[src/rtl/seal_gen.sv]
`default_nettype none
// ============================================================================
// seal_gen : encrypts and tags plaintext bytes, then queues {plain, enc, tag}
//            triples for the integrity checker with valid/ready backpressure.
// Revision  : 1.0
// ============================================================================
module seal_gen #(
  parameter int DEPTH = 4,
  parameter int CNT_W = 16
) (
  input  logic                     clk,
  input  logic                     rst,
  input  logic                     in_valid,
  output logic                     in_ready,
  input  logic [7:0]               plain,
  output logic                     out_valid,
  input  logic                     out_ready,
  output logic [7:0]               plain_out,
  output logic [7:0]               enc_out,
  output logic [7:0]               hash_out,
  output logic [$clog2(DEPTH):0]   fifo_level,
  output logic [CNT_W-1:0]         sealed_cnt
);

  localparam int              c_AW   = $clog2(DEPTH);
  localparam logic [c_AW:0]   c_FULL = (c_AW + 1)'(DEPTH);

  // Byte cipher: whiten with 0xA5, rotate left by 3, add 0x3C.
  function automatic logic [7:0] encrypt(input logic [7:0] p);
    logic [7:0] x;
    x = p ^ 8'hA5;
    return {x[4:0], x[7:5]} + 8'h3C;
  endfunction

  // Tag over the ciphertext: (29*e + 0x11) xor nibble-swapped e.
  function automatic logic [7:0] hash(input logic [7:0] e);
    logic [7:0] m;
    m = e * 8'd29;
    return (m + 8'h11) ^ {e[3:0], e[7:4]};
  endfunction

  logic              r_s1_valid;
  logic [7:0]        r_s1_plain;
  logic [7:0]        w_s1_enc;
  logic [7:0]        w_s1_h;
  logic [c_AW-1:0]   r_wr_ptr;
  logic [c_AW-1:0]   r_rd_ptr;
  logic [c_AW:0]     r_level;
  logic [CNT_W-1:0]  r_cnt;
  logic [23:0]       r_mem [DEPTH];
  logic              w_full;
  logic              w_push;
  logic              w_pop;
  logic              w_accept;

  assign w_s1_enc  = encrypt(r_s1_plain);
  assign w_s1_h    = hash(w_s1_enc);

  assign w_full    = (r_level == c_FULL);
  assign out_valid = (r_level != '0);
  assign w_pop     = out_valid & out_ready;
  assign w_push    = r_s1_valid & (~w_full | w_pop);
  // A full FIFO still accepts when the head leaves in the same cycle.
  assign in_ready  = ~rst & (~r_s1_valid | w_push);
  assign w_accept  = in_valid & in_ready;

  assign {plain_out, enc_out, hash_out} = r_mem[r_rd_ptr];
  assign fifo_level = r_level;
  assign sealed_cnt = r_cnt;

  always_ff @(posedge clk or posedge rst) begin
    if (rst) begin
      r_s1_valid <= 1'b0;
      r_s1_plain <= 8'h00;
    end else if (w_accept) begin
      r_s1_plain <= plain;
      r_s1_valid <= 1'b1;
    end else if (w_push) begin
      r_s1_valid <= 1'b0;
    end
  end

  always_ff @(posedge clk or posedge rst) begin
    if (rst) begin
      r_wr_ptr <= '0;
      r_rd_ptr <= '0;
      r_level  <= '0;
      r_cnt    <= '0;
      for (int i = 0; i < DEPTH; i++) begin
        r_mem[i] <= 24'h000000;
      end
    end else begin
      if (w_push) begin
        r_mem[r_wr_ptr] <= {r_s1_plain, w_s1_enc, w_s1_h};
        r_wr_ptr        <= r_wr_ptr + 1'b1;
      end
      if (w_pop) begin
        r_rd_ptr <= r_rd_ptr + 1'b1;
        r_cnt    <= r_cnt + 1'b1;
      end
      case ({w_push, w_pop})
        2'b10:   r_level <= r_level + 1'b1;
        2'b01:   r_level <= r_level - 1'b1;
        default: r_level <= r_level;
      endcase
    end
  end

endmodule
`default_nettype wire

[config.mk]
export PLATFORM = sky130hd
export DESIGN_NAME = seal_gen
export DESIGN_NICKNAME = d
export VERILOG_FILES = /design/src/rtl/seal_gen.sv
export SDC_FILE = /design/constraint.sdc
export NUM_CORES = 1
export LEC_CHECK = 0
export BUFFER_PORTS_ARGS = -buffer_cell sky130_fd_sc_hd__buf_2
export CAP_MARGIN = 40
export CORE_UTILIZATION = 62
export DETAILED_ROUTE_END_ITERATION = 6
export PLACE_DENSITY = 0.9
export SKIP_CTS_REPAIR_TIMING = 1
export SLEW_MARGIN = 20
export SYNTH_ARGS = -nofsm -noshare
export SYNTH_HDL_FRONTEND = slang
export SYNTH_SLANG_ARGS = --single-unit
export TNS_END_PERCENT = 1
[constraint.sdc]
create_clock -name clk -period 6.23 [get_ports clk]
set_input_delay 0.623 -clock clk [delete_from_list [all_inputs] [get_ports clk]]
set_output_delay 0.623 -clock clk [all_outputs]
set_load 0.01 [all_outputs]
* After elaboration in Yosys (flattened, before gate mapping)
Cells that the tools add are included.
Widths: inputs -> output; s select.
** Operators by class
- Equality and inequality tests :: 3
- Add/subtract/negate cells :: 7
- Bitwise logic cells :: 13
- Reduce and logical (&&, ||, !) cells :: 4
- Multiply operators :: 1
- Muxes and demuxes :: 9
- Order comparisons :: 3
** Operators by type and width (count)
- $bwmux 96 :: 1
- $mux 24 :: 3
- $bmux 24 s2 :: 1
- $demux 24 s2 :: 1
- $add 16x1->16 const B :: 1
- $add 8x5->8 const B :: 1
- $add 8x6->8 const B :: 1
- $mul 8x5->8 const B :: 1
- $xor 8x8->8 :: 1
- $ge 3x3->1 const B :: 2
- $not 2->3 :: 2
- $pmux 3 s2 :: 1
- $add 2x1->2 const B :: 2
- $and 1x1->1 :: 4
- $not 4->4 :: 1
- $reduce_bool 2->1 :: 2
- $add 3x1->3 const B :: 1
- $eq 3x3->1 const B :: 1
- $lt 3x1->1 const B :: 1
- $not 1->1 :: 3
- $reduce_bool 3->1 :: 1
- $sub 3x1->3 const B :: 1
- $eq 2x1->1 const B :: 1
- $eq 2x2->1 const B :: 1
- other kinds (3) :: 5
** Word-level totals
- Input bits :: 12
- Register bits after elaboration :: 128
- Output and inout bits :: 45

* Depth between registers and ports, before layout
- Depth after elaboration :: 8
- Gate-level depth with buffers :: 13

* Worst setup path before layout
No wires, ideal clock.
- Kind :: reg-to-reg
- From :: register r_s1_plain[0]
- To :: register r_mem[31] (netlist bit)
- Stages on the path, launching flop included :: 14
- Slack :: 2.451 ns
- Period minus slack after synthesis :: 3.779 ns
- Buffers on the path :: 0
- Arrival time :: 3.654 ns
- Library setup time :: 0.125 ns
- Data required time :: 6.105 ns
- Cells stage by stage :: dfrtp_1 > ha_1 > xnor2_1 > inv_1 > ha_1 > ha_1 > or2_2 > fa_1 > ha_1 > inv_1 > o21bai_1 > a21oi_1 > xnor3_1 > mux2_2
** On the way
- Word-level cells in the longest chain between the ends :: 6
** RTL lines
- start, declared :: line 43 : logic [7:0] r_s1_plain;
- start signal, assigned :: line 76 : r_s1_plain <= plain;
- $not 4->4 (no line)
- $add 8x6->8 :: line 32 : return {x[4:0], x[7:5]} + 8'h3C;
- net w_s1_enc[4] :: line 44 : logic [7:0] w_s1_enc;
- $mul 8x5->8 :: line 38 : m = e * 8'd29;
- $add 8x5->8 :: line 39 : return (m + 8'h11) ^ {e[3:0], e[7:4]};
- $xor 8x8->8 :: line 39
- $bwmux 96 :: line 94 : r_mem[r_wr_ptr] <= {r_s1_plain, w_s1_enc, w_s1_h};
- end signal, assigned by index :: line 94
- end, declared :: line 50 : logic [23:0] r_mem [DEPTH];
The timed path passes the listed nets, and every way through them passes these cells.
A chain may end at the register's enable or synchronous reset.

* Final worst setup path
- From :: register r_s1_plain[7]
- To :: register r_mem[7] (netlist bit)
Same word-level chain as after synthesis.

==> results.toml <==
[status]
status = "complete, but fails checks"
violations = "DRC"

[hold_path]
min_from = "plain[3]"
hold_path_class = "in -> reg"

[cts]
clock_latency_ns = 0.52
cts_tree = "done"
numCtsBuffers = 17
cts_buffer_depth = 2
htreeDepth = 4
clk_pin_slew_ns = 0.06
cts.sinks = 120
root_buffer = "clkbuf_8"

[synth]
synth_cells = 465
synth-seq-cells = 120
synth.avg_cell_area_um2 = 12.4
yosys.cell_types.count = 39
mappedNetlistArea_um2 = 5760
yosysWarnings = 0
yosysSeqAreaShare = 0.522
syn-num-nets = 503

[worst_setup_path]
reg2reg_depth = 13
critical_path_class = "reg -> reg"
r2r_start = "r_s1_plain[7]"
rrSetupSlack_ns = 1.70
crit_cells = 13
start_kind = "flop"
crit_arrival_ns = 4.93
critical_path.startpoint = "r_s1_plain[7]"
cp.required_ns = 6.63
path_cells = "ha_1, xnor2_1, inv_1, ha_1, ha_1, or2_2, fa_1, ha_1, inv_1, o21bai_1, a21oi_1, xnor3_1, mux2_2"
cp_max_fo = 12
crit_buf_inv = 2
slowest_delay_ns = 0.54
cp_top_family = "adder cells"
cpMostUsedCell = "ha_1"
end_kind = "flop"
rr_endpoint = "r_mem[7]"
slowest_stage = "xnor2_1"
crit_end = "r_mem[7]"

[finish]
final_common_cell = "dfrtp_1"
multi_input_area_um2 = 2550
design_area_um2 = 6730
area_growth_pct = 16.9
layout_common_cells = "dfrtp_1, nand2_1, o21ai_0, buf_2, mux2_2"
fill_cells = 504
utilization = 0.760
antenna-diode-count = 0
regArea_um2 = 3000
fin_nets = 556
layout-drive-gt1-share = 0.305

[routing]
wire_per_inst_um = 20.5
routed_wl_mm = 13.1
viasPerCell = 6.20
route.detailed.drc = 3
first_iter_violations = 394
vias = 3962
antenna_left = 0
drt_first_pass_iters = 6

[placed_design]
place_area_um2 = 6070
dpl.hpwl_mm = 7.50
place_congestion = 0.910
portBuffers = 56
dp_slack_ns = 1.90

[sta]
fin_tns_setup_ns = 0
setup_slack_ns = 1.70
slew_headroom = 0.461
hold_viol = 0
rsz0062_at_grt = "no"
tightest_slew_ns = 0.806
fin_crit_ns = 4.53
hold_ws_ns = 0.342
setup_violations = 0
finalClockSkew_ns = 0.00775
period_share = 0.727
maxSlewViolCount = 0
fmax_mhz = 221

[floorplan]
initial_core_util = 0.650
core-area_um2 = 8850
die_h_um = 98.4
die_w_um = 98.4
rows = 34
io_pins = 57
design.die.area_um2 = 9670

[run]
maxCapViolCount = 0

[global_route]
grt_pass1_wl_mm = 21.6
grt_start_max_net_pins = 63
first_global_vias = 4165
antenna_found_initial = 0
overflow = 0
grt_usage = 0.296

[power]
powerDensity_nw_per_um2 = 612
p_leak_nw = 3.19
irDropWorstVdd_mv = 0.337
==> layer usage <==
layer	wire, µm	track usage	up-vias
met3	727	0.0716	40
met4	412	0.138	0
met2	6830	0.484	171
met1	5130	0.377	2033
met5	0	0	-
li1	-	-	1718
==> cells in the mapped netlist <==
cell type / number / area [µm²]
inv_1: 14 / 52.6
buf_6: 1 / 11.3
xnor2_1: 27 / 236
mux2_2: 40 / 450
nand4_1: 3 / 18.8
nand3b_1: 1 / 7.51
and2_1: 2 / 12.5
xor2_1: 15 / 131
fa_1: 3 / 60.1
or4_1: 1 / 7.51
xnor2_2: 2 / 32.5
buf_2: 14 / 70.1
nand3_1: 4 / 20.0
dfrtp_1: 120 / 3000
o31a_1: 1 / 8.76
mux2i_1: 2 / 20.0
xnor3_1: 1 / 22.5
o21bai_1: 2 / 15.0
nand2_1: 67 / 251
or3_1: 1 / 6.26
buf_4: 5 / 37.5
buf_1: 1 / 3.75
o21ai_0: 60 / 300
nor4b_2: 1 / 15.0
and4_1: 3 / 26.3
nand2_2: 4 / 25.0
clkbuf_1: 6 / 22.5
nor2b_1: 2 / 12.5
o21a_1: 1 / 7.51
a31oi_1: 1 / 6.26
mux4_2: 22 / 495
a21o_1: 1 / 7.51
a21oi_1: 3 / 15.0
nor3_1: 1 / 5.00
and3_1: 1 / 6.26
nand2b_1: 3 / 18.8
ha_1: 23 / 288
nor2_1: 5 / 18.8
or2_2: 1 / 6.26
==> where the power goes <==
part,internal [mW],switching (mW)
clock,0.669,0.351
combinational,0.842,0.907
sequential,1.10,0.243
==> stage by stage <==
stage	power [mW]	instances
6_report	4.12	639
3_5_place_dp	3.00	605
3_3_place_gp	2.85	604
2_1_floorplan	2.52	465
4_1_cts	4.11	637
5_1_grt	4.33	639
==> cell type report <==
type	count	share of cell area
multi-input combinational	304	0.380
clock inverter	12	0.0259
timing repair buffer	61	0.0536
inverter	14	0.00818
sequential	120	0.446
tap	108	0.0201
clock buffer	20	0.0662
==> registers in the layout, summed over array words and instances (netlist names) <==
register / flops
r_s1_plain: 8
sealed_cnt: 16
r_wr_ptr: 2
fifo_level: 3
r_s1_valid: 1
r_mem: 88
r_rd_ptr: 2
==> cells by family (layout without fill, tap and decap cells) <==
kind of cell | count (synthesis) | in the layout | share of synthesized area
compound gates | 69 | 69 | 0.0626
xor+xnor | 45 | 45 | 0.0735
fa+ha+maj | 26 | 26 | 0.0604
buf+inv | 41 | 107 | 0.0343
flops | 120 | 120 | 0.522
mux | 64 | 64 | 0.168
simple gates | 100 | 100 | 0.0796
==> how the worst min path moves through the flow <==
stage,slack [ns],end,depth (start not counted)
2_1_floorplan,0.44,r_mem[25],2
3_3_place_gp,0.46,r_mem[75],2
3_5_place_dp,0.46,sealed_cnt[15],1
4_1_cts,0.27,r_mem[68],2
5_1_grt,0.33,r_s1_plain[3],2
6_report,0.34,r_s1_plain[3],2
Note: power is estimated with default switching activity, not from simulation.
